`src/rtl/adc_range_monitor.sv`:
```
// Per-channel min/max/clip range monitor on the ADC sample bus, with windowed snapshots and a registered read port.
// Optional clip counting is built when ADC_RANGE_MONITOR_CLIP_COUNT_EN is defined.
module adc_range_monitor #(
  parameter int CHANNEL_COUNT     = 8,
  parameter int SAMPLES_PER_CLOCK = 2,
  parameter int SAMPLE_WIDTH      = 16,
  parameter int ADC_WIDTH         = 14,
  parameter int WINDOW_WIDTH      = 24,
  parameter int CLIP_WIDTH        = 16,
  parameter int ADDR_WIDTH        = $clog2(CHANNEL_COUNT) + 2
) (
  input  logic                                                  adcClk,
  input  logic                                                  adcReset,
  input  logic [CHANNEL_COUNT*SAMPLES_PER_CLOCK*SAMPLE_WIDTH-1:0] axiData,
  input  logic                                                  latchStrobe,
  input  logic [WINDOW_WIDTH-1:0]                               windowLength,
  input  logic [ADDR_WIDTH-1:0]                                 readAddr,
  output logic [31:0]                                           readData,
  output logic                                                  latchPulse,
  output logic                                                  snapshotValid
);

  localparam int LANES = CHANNEL_COUNT * SAMPLES_PER_CLOCK;
  localparam logic signed [ADC_WIDTH-1:0] FULL_POS = {1'b0, {(ADC_WIDTH-1){1'b1}}};
  localparam logic signed [ADC_WIDTH-1:0] FULL_NEG = {1'b1, {(ADC_WIDTH-1){1'b0}}};

  typedef logic signed [ADC_WIDTH-1:0] adcT;

  logic [WINDOW_WIDTH-1:0] windowCount;
  logic autoReq;
  logic latchReq;
  logic s1Valid;
  logic s1Req;
  adcT  s1Sample [LANES];
  adcT  redMin [CHANNEL_COUNT];
  adcT  redMax [CHANNEL_COUNT];
  logic s2Valid;
  logic s2Req;
  adcT  s2Min [CHANNEL_COUNT];
  adcT  s2Max [CHANNEL_COUNT];
  adcT  accMin [CHANNEL_COUNT];
  adcT  accMax [CHANNEL_COUNT];
  adcT  mergeMin [CHANNEL_COUNT];
  adcT  mergeMax [CHANNEL_COUNT];
  adcT  snapMin [CHANNEL_COUNT];
  adcT  snapMax [CHANNEL_COUNT];
  logic [7:0] seqCount;
  logic [ADDR_WIDTH-1:0] chanSel;
  logic inRange;
  adcT  selMin;
  adcT  selMax;
  logic [31:0] wordSel;
  logic [31:0] readWord;
`ifdef ADC_RANGE_MONITOR_CLIP_COUNT_EN
  localparam int LANE_CLIP_WIDTH = $clog2(SAMPLES_PER_CLOCK + 1);
  logic [LANE_CLIP_WIDTH-1:0] redClips [CHANNEL_COUNT];
  logic [LANE_CLIP_WIDTH-1:0] s2Clips [CHANNEL_COUNT];
  logic [CLIP_WIDTH-1:0] accClips [CHANNEL_COUNT];
  logic [CLIP_WIDTH-1:0] mergeClips [CHANNEL_COUNT];
  logic [CLIP_WIDTH-1:0] snapClips [CHANNEL_COUNT];
  logic [CLIP_WIDTH-1:0] selClips;
  logic [CLIP_WIDTH:0]   clipSum;
`endif

  // Window close request: manual strobe or auto interval expiry (also fires if the length shrinks below the count).
  always_comb begin
    autoReq  = (windowLength != {WINDOW_WIDTH{1'b0}}) &&
               (windowCount >= windowLength - WINDOW_WIDTH'(1));
    latchReq = latchStrobe | autoReq;
  end

  // Stage 1: capture the converter bits of every lane plus the request that closes on this sample.
  always_ff @(posedge adcClk) begin
    if (adcReset) begin
      s1Valid     <= 1'b0;
      s1Req       <= 1'b0;
      windowCount <= {WINDOW_WIDTH{1'b0}};
      for (int i = 0; i < LANES; i++) s1Sample[i] <= {ADC_WIDTH{1'b0}};
    end else begin
      s1Valid     <= 1'b1;
      s1Req       <= latchReq;
      windowCount <= (latchReq || windowLength == {WINDOW_WIDTH{1'b0}}) ?
                     {WINDOW_WIDTH{1'b0}} : windowCount + WINDOW_WIDTH'(1);
      for (int i = 0; i < LANES; i++)
        s1Sample[i] <= axiData[i*SAMPLE_WIDTH + SAMPLE_WIDTH - ADC_WIDTH +: ADC_WIDTH];
    end
  end

  // Lane reduction: fold all lanes of a channel into one min/max/clip-count triple.
  always_comb begin
    for (int c = 0; c < CHANNEL_COUNT; c++) begin
      redMin[c] = FULL_POS;
      redMax[c] = FULL_NEG;
`ifdef ADC_RANGE_MONITOR_CLIP_COUNT_EN
      redClips[c] = {LANE_CLIP_WIDTH{1'b0}};
`endif
      for (int s = 0; s < SAMPLES_PER_CLOCK; s++) begin
        redMin[c] = (s1Sample[c*SAMPLES_PER_CLOCK+s] < redMin[c]) ? s1Sample[c*SAMPLES_PER_CLOCK+s] : redMin[c];
        redMax[c] = (s1Sample[c*SAMPLES_PER_CLOCK+s] > redMax[c]) ? s1Sample[c*SAMPLES_PER_CLOCK+s] : redMax[c];
`ifdef ADC_RANGE_MONITOR_CLIP_COUNT_EN
        redClips[c] = redClips[c] + ((s1Sample[c*SAMPLES_PER_CLOCK+s] == FULL_POS ||
                                      s1Sample[c*SAMPLES_PER_CLOCK+s] == FULL_NEG) ?
                                     LANE_CLIP_WIDTH'(1) : LANE_CLIP_WIDTH'(0));
`endif
      end
    end
  end

  // Stage 2: register the per-channel reduction.
  always_ff @(posedge adcClk) begin
    if (adcReset) begin
      s2Valid <= 1'b0;
      s2Req   <= 1'b0;
      for (int c = 0; c < CHANNEL_COUNT; c++) begin
        s2Min[c] <= FULL_POS;
        s2Max[c] <= FULL_NEG;
`ifdef ADC_RANGE_MONITOR_CLIP_COUNT_EN
        s2Clips[c] <= {LANE_CLIP_WIDTH{1'b0}};
`endif
      end
    end else begin
      s2Valid <= s1Valid;
      s2Req   <= s1Req & s1Valid;
      for (int c = 0; c < CHANNEL_COUNT; c++) begin
        s2Min[c] <= redMin[c];
        s2Max[c] <= redMax[c];
`ifdef ADC_RANGE_MONITOR_CLIP_COUNT_EN
        s2Clips[c] <= redClips[c];
`endif
      end
    end
  end

  // Accumulator merged with the incoming stage-2 value; clip total saturates at all-ones.
  always_comb begin
`ifdef ADC_RANGE_MONITOR_CLIP_COUNT_EN
    clipSum = {(CLIP_WIDTH+1){1'b0}};
`endif
    for (int c = 0; c < CHANNEL_COUNT; c++) begin
      mergeMin[c] = (s2Min[c] < accMin[c]) ? s2Min[c] : accMin[c];
      mergeMax[c] = (s2Max[c] > accMax[c]) ? s2Max[c] : accMax[c];
`ifdef ADC_RANGE_MONITOR_CLIP_COUNT_EN
      clipSum       = {1'b0, accClips[c]} + (CLIP_WIDTH+1)'(s2Clips[c]);
      mergeClips[c] = clipSum[CLIP_WIDTH] ? {CLIP_WIDTH{1'b1}} : clipSum[CLIP_WIDTH-1:0];
`endif
    end
  end

  // Stage 3: accumulate, or on a closing sample freeze the merged window and restart empty.
  always_ff @(posedge adcClk) begin
    if (adcReset) begin
      seqCount      <= 8'd0;
      latchPulse    <= 1'b0;
      snapshotValid <= 1'b0;
      for (int c = 0; c < CHANNEL_COUNT; c++) begin
        accMin[c]  <= FULL_POS;
        accMax[c]  <= FULL_NEG;
        snapMin[c] <= {ADC_WIDTH{1'b0}};
        snapMax[c] <= {ADC_WIDTH{1'b0}};
`ifdef ADC_RANGE_MONITOR_CLIP_COUNT_EN
        accClips[c]  <= {CLIP_WIDTH{1'b0}};
        snapClips[c] <= {CLIP_WIDTH{1'b0}};
`endif
      end
    end else begin
      latchPulse <= s2Valid & s2Req;
      if (s2Valid && s2Req) begin
        seqCount      <= seqCount + 8'd1;
        snapshotValid <= 1'b1;
        for (int c = 0; c < CHANNEL_COUNT; c++) begin
          snapMin[c] <= mergeMin[c];
          snapMax[c] <= mergeMax[c];
          accMin[c]  <= FULL_POS;
          accMax[c]  <= FULL_NEG;
`ifdef ADC_RANGE_MONITOR_CLIP_COUNT_EN
          snapClips[c] <= mergeClips[c];
          accClips[c]  <= {CLIP_WIDTH{1'b0}};
`endif
        end
      end else if (s2Valid) begin
        for (int c = 0; c < CHANNEL_COUNT; c++) begin
          accMin[c] <= mergeMin[c];
          accMax[c] <= mergeMax[c];
`ifdef ADC_RANGE_MONITOR_CLIP_COUNT_EN
          accClips[c] <= mergeClips[c];
`endif
        end
      end
    end
  end

  // Read word select; addresses past the last channel return zero.
  always_comb begin
    chanSel = readAddr >> 2;
    inRange = {1'b0, readAddr} < (ADDR_WIDTH+1)'(CHANNEL_COUNT * 4);
    selMin  = {ADC_WIDTH{1'b0}};
    selMax  = {ADC_WIDTH{1'b0}};
`ifdef ADC_RANGE_MONITOR_CLIP_COUNT_EN
    selClips = {CLIP_WIDTH{1'b0}};
`endif
    for (int c = 0; c < CHANNEL_COUNT; c++) begin
      selMin = (chanSel == ADDR_WIDTH'(c)) ? snapMin[c] : selMin;
      selMax = (chanSel == ADDR_WIDTH'(c)) ? snapMax[c] : selMax;
`ifdef ADC_RANGE_MONITOR_CLIP_COUNT_EN
      selClips = (chanSel == ADDR_WIDTH'(c)) ? snapClips[c] : selClips;
`endif
    end
    case (readAddr[1:0])
      2'd0:    wordSel = 32'(selMin);
      2'd1:    wordSel = 32'(selMax);
`ifdef ADC_RANGE_MONITOR_CLIP_COUNT_EN
      2'd2:    wordSel = 32'(selClips);
`else
      2'd2:    wordSel = 32'd0;
`endif
      2'd3:    wordSel = {24'd0, seqCount};
      default: wordSel = 32'd0;
    endcase
    readWord = inRange ? wordSel : 32'd0;
  end

  // Registered read port.
  always_ff @(posedge adcClk) begin
    if (adcReset) readData <= 32'd0;
    else          readData <= readWord;
  end

endmodule

```
`config.mk`:
```
export PLATFORM = sky130hd
export DESIGN_NAME = adc_range_monitor
export DESIGN_NICKNAME = d
export VERILOG_FILES = /design/src/rtl/adc_range_monitor.sv
export SDC_FILE = /design/constraint.sdc
export NUM_CORES = 2
export LEC_CHECK = 0
export BUFFER_PORTS_ARGS = -buffer_cell sky130_fd_sc_hd__buf_2
export CORE_ASPECT_RATIO = 1.4
export CORE_MARGIN = 2
export CORE_UTILIZATION = 59
export DETAILED_ROUTE_END_ITERATION = 10
export PLACE_DENSITY = 0.78
export RECOVER_POWER = 50
export SLEW_MARGIN = 0
export SYNTH_ARGS = -nofsm -noshare
export SYNTH_HDL_FRONTEND = slang
export SYNTH_SLANG_ARGS = --single-unit
```
`constraint.sdc`:
```
create_clock -name adcClk -period 13 [get_ports adcClk]
set_input_delay 3.25 -clock adcClk [delete_from_list [all_inputs] [get_ports adcClk]]
set_output_delay 3.25 -clock adcClk [all_outputs]
set_load 0.02 [all_outputs]
```
Word level (Yosys, flattened, before mapping)
Memories as Yosys holds them, arrays and structs flattened.
Cells that the tools add are included.
Widths: inputs -> output; s select.
{ "op_classes": {"n_addsub": 3, "eq_ne": 10, "magnitude_cmp": 49, "bitwise_logic": 83, "reduce_logical": 8, "n_mux": 155} }
{ "op_table": {"columns": ["cell", "n"], "rows": [
  ["$mux 14", 144],
  ["$gt 14x14->1", 16],
  ["$lt 14x14->1", 16],
  ["$pmux 32 s4", 1],
  ["$gt 14x14->1 const B", 8],
  ["$lt 14x14->1 const B", 8],
  ["$or 1x1->1", 81],
  ["$add 24x1->24 const B", 1],
  ["$ge 24x24->1", 1],
  ["$logic_not 24->1", 1],
  ["$reduce_bool 24->1", 1],
  ["$sub 24x1->24 const B", 1],
  ["$eq 3x3->1 const B", 4],
  ["$mux 1", 10],
  ["$add 8x1->8 const B", 1],
  ["$eq 3x2->1 const B", 2],
  ["$logic_not 5->1", 1],
  ["$eq 2x2->1 const B", 2],
  ["$eq 3x1->1 const B", 1],
  ["$and 1x1->1", 2],
  ["$eq 2x1->1 const B", 1],
  ["$logic_and 1x1->1", 2],
  ["$logic_not 2->1", 1],
  ["$reduce_or 2->1", 1],
  ["$logic_or 1x1->1", 1]
]} }
{ "word_totals": {"mem_bits_rw": 896, "output_inout_bits": 34, "wordCells": 324, "memories": 7, "input_bits": 288, "register_bits": 70} }
{ "mem_list": {"columns": ["memory", "depth", "width", "rd", "rd_clocked_by_memory_dff", "write_ports", "line_no", "rtl"], "rows": [
  ["s1Sample", 16, 14, 16, 0, 16, "34", "adcT s1Sample [LANES];"],
  ["accMax", 8, 14, 8, 0, 8, "42", "adcT accMax [CHANNEL_COUNT];"],
  ["accMin", 8, 14, 8, 0, 8, "41", "adcT accMin [CHANNEL_COUNT];"],
  ["s2Max", 8, 14, 8, 0, 8, "40", "adcT s2Max [CHANNEL_COUNT];"],
  ["s2Min", 8, 14, 8, 0, 8, "39", "adcT s2Min [CHANNEL_COUNT];"],
  ["snapMax", 8, 14, 8, 0, 8, "46", "adcT snapMax [CHANNEL_COUNT];"],
  ["+1 memories", null, null, null, null, null, null, null]
]} }

Logic depth before layout (Yosys ltp)
{ "depth": {"word_depth": 10, "depth_mapped": 17, "ltp_nobuf": 15} }

Worst setup path after synthesis
OpenSTA, ideal clock, no wires.
{ "synth_path": {"path_type": "input -> register", "start": "input adcReset", "end": "memory snapMax[0][0] (netlist bit), enable pin", "required_time_ns": 12.324, "path_slack_ns": 2.475, "n_path_buf": 2, "setup_ns": 0.676, "stages": 4, "arrival_time_ns": 9.849, "cell_sequence": "buf_2 > nor2_1 > inv_1 > clkbuf_1"} }
{ "synth_lines": {"columns": ["item", "line_no", "rtl"], "rows": [
  ["start: declaration", "13", "input logic adcReset,"],
  ["end: declaration", "46", null]
]} }

==> run metrics <==
outcome complete, but fails checks; failing checks capacitance limit, slew limit; row count about 120; Period Utilization, post-route between 70% and 80%; Max clock buf depth 3; Final #Nets 5658; main area contributors after synthesis edfxtp_1 26%, dfxtp_1 22%, ha_1 12%; largest family of logic cells by synthesized area simple AND/OR/NAND/NOR gates; Vias about 35k; diodes inserted 0; most frequent cells in the layout 528 x dfxtp_1, 508 x nor2_1, 495 x inv_1; pwr/cell area 137.7 nW/um^2; synth-to-layout area growth 10.76%; setup_tns 0 ps; largest net degree at the start of global routing 146; Post-CTS Setup Bufs 0; Final setup viols 0; Synth area leader edfxtp_1; Flop pwr share 47.0%; switching share of power about 28%; Global Route Usage Sum approximately 27%; vias in the first global route 34.07k; grt total ovfl 0; Setup WS pre-CTS 5210 ps; first-pass GRT wire length 179.3 mm; Leak roughly 24 nW; CTS tree built; Detail Placement HPWL 83.29 mm; drt pass-1 iters 6; Total Power 7.369 mW; final hold vios 0; #FFs+latches synth 948; Synth Instances about 4.7k; Initial Utilization ~59%; buffers added on ports 289; CTS sink count 948; Achievable Freq 105.9 MHz; Mapped Nets 5465; worst-skew pair later-pin latency 670 ps; switching pwr ~2.0 mW; Final Util 65.69%; Hold Crit Start accMin[0][13]; drt wl/cell between 15 and 20 microns; number of synthesized flops with an enable pin between 400 and 500; Die ar. 84210 sq um; hold buffers post-CTS 0; dpl cells 5888; WHS Endpoint accMin[0][13]; share of layout cells above drive strength 1 10.44%; CP required 13530 ps; unrepaired setup endpoints after global routing no; initial antenna violation count 3; # DRC 0; top-area cell type share of the netlist area 26.11%; Initial DRC Count 2447; Comb pwr share between 10% and 20%; clk_skew 23.75 ps; # resized after CTS 0; Synth Area in Compound Gates roughly 10%; vias per std cell between 5 and 6; relative slew slack -163.7%; max-cap violation count 6; Int Pwr 5.329 mW; total CTS buffers about 90; Setup CP Type in2reg; gpl congestion roughly 0.94; Seq/Total Area, Yosys 47.99%; H-tree depth 3; antenna viol nets, final 0; Hold Path Class reg2reg; Main synth FF type dfxtp_1; Post-Synth XOR/XNOR Area 0.9247%; Avg Cell Area, Syn 10.24 sq um; slack of the critical path 3555 ps; Slew @ Worst Pin 3955 ps; Non-Filler Instances between 6k and 7k; post-synthesis adder-cell area fraction a little under an eighth; RR Startpoint s2Valid; Synth Area in Simple Gates 13.69%; Clk pwr share 36.9%; library cells used by synthesis 76; commonest non-fill, non-tap cell in the layout dfxtp_1; Syn. warnings 0; drt total wl 114.1 mm; CP Launch Type primary input; Peak VDD IR between 0.1 and 0.15 mV; max-slew violation count about 370; Die H 342.6 microns; Core Region 81450 sq um; # IOs between 300 and 400; crit path time final 9445 ps; flop2flop setup slack 8150 ps; Post-Syn Area 48310 sq um; Reg2Reg Depth 2; capturing point of the worst reg2reg path accMin[1][49]; CTS root buffer clkbuf_16; hold depth 2; nature of the critical path endpoint flop; CP arrival 9980 ps; crit path max fanout a little over 70; clock transition at the registers of the reported paths 70 ps; ys async rst share 0%; Chip Width 245.8 microns; portion of netlist area occupied by mux cells roughly a tenth
-- worst max-delay path, stage by stage --
cell and delay (ps):
clkbuf_1 1140, buf_4 790, inv_4 510, clkbuf_1 2510, nand2_1 1090, o22a_1 540
-- synthesized netlist by cell type, drive strengths merged (13+ instances only) --
master	instances
nor4	13
mux2i	426
and2	46
nand3	83
xor2	21
nor2	513
o211ai	83
a21oi	157
mux2	19
inv	494
o21a	28
a21o	67
o22a	13
nor3	48
buf	67
a221oi	19
nand4	46
xnor2	30
o22ai	38
nand2b	47
a211oi	40
o21ai	111
nand2	243
or2	16
ha	459
and4	13
clkbuf	163
and3	18
o31ai	16
a31oi	57
nor2b	251
a2111oi	13
dfxtp	528
edfxtp	420
-- power by group through the flow --
stage	clock network, mW	logic [mW]	registers, mW
after global placement	0	1.15	3.51
after detailed placement	0	1.18	3.51
after CTS	2.76	1.19	3.45
after global routing	2.87	1.32	3.48
final	2.72	1.19	3.46
after floorplan	0	0.878	3.46
-- worst max path at each step --
| stage | start | end | slack, ps |
|---|---|---|---|
| 3_3_place_gp | windowLength[3] | windowCount[23] | 5270 |
| 5_1_grt | adcReset | accMin[1][54] | 3030 |
| 6_report | adcReset | s2Min[0][0] | 3560 |
| 2_1_floorplan | adcReset | snapMax[0][0] | 2470 |
| 4_1_cts | windowLength[3] | windowCount[4] | 5890 |
| 3_5_place_dp | windowLength[3] | windowCount[15] | 5210 |
-- cell families after synthesis --
logic type	after synthesis
XOR/XNOR	51
AND/OR/NAND/NOR	1367
flip-flops	948
multiplexers	457
adder cells (fa/ha/maj)	459
buffers and inverters	726
AO/OA/AOI/OAI	710
-- area by class of cell --
type / instances / area [sq um]
clock buffer: 115 / 2600
clock inverter: 58 / 500.5
fill: 6421 / 27950
inverter: 496 / 1872
multi-input combinational: 3044 / 22320
sequential: 948 / 23180
tap: 1071 / 1340
timing repair buffer: 329 / 1692
-- registers in the layout (all words and copies together), names as in the netlist --
register / flops
snapMax: 112
s2Min: 112
s2Valid: 1
s1Req: 1
s2Req: 1
latchPulse: 1
snapMin: 112
readData: 14
s1Sample: 224
accMin: 112
accMax: 112
windowCount: 24
seqCount: 8
snapshotValid: 1
s2Max: 112
s1Valid: 1
-- metrics by stage --
stage                     hold slack [ps]  area [sq um]
after floorplan                     405.7         48310
after global placement              443.7         50480
after detailed placement            455.2         50480
after CTS                           464.2         53580
after global routing                486.2         53500
final                               463.0         53500
-- layer usage --
layer	routed length, microns	GRT usage, %	vias to the layer above
li1	-	-	16840
met1	48750	35.11	16560
met2	53620	45.13	1096
met3	6404	3.043	234
met4	5295	12.30	4
met5	27	0	-
(Power assumes the default switching activity.)
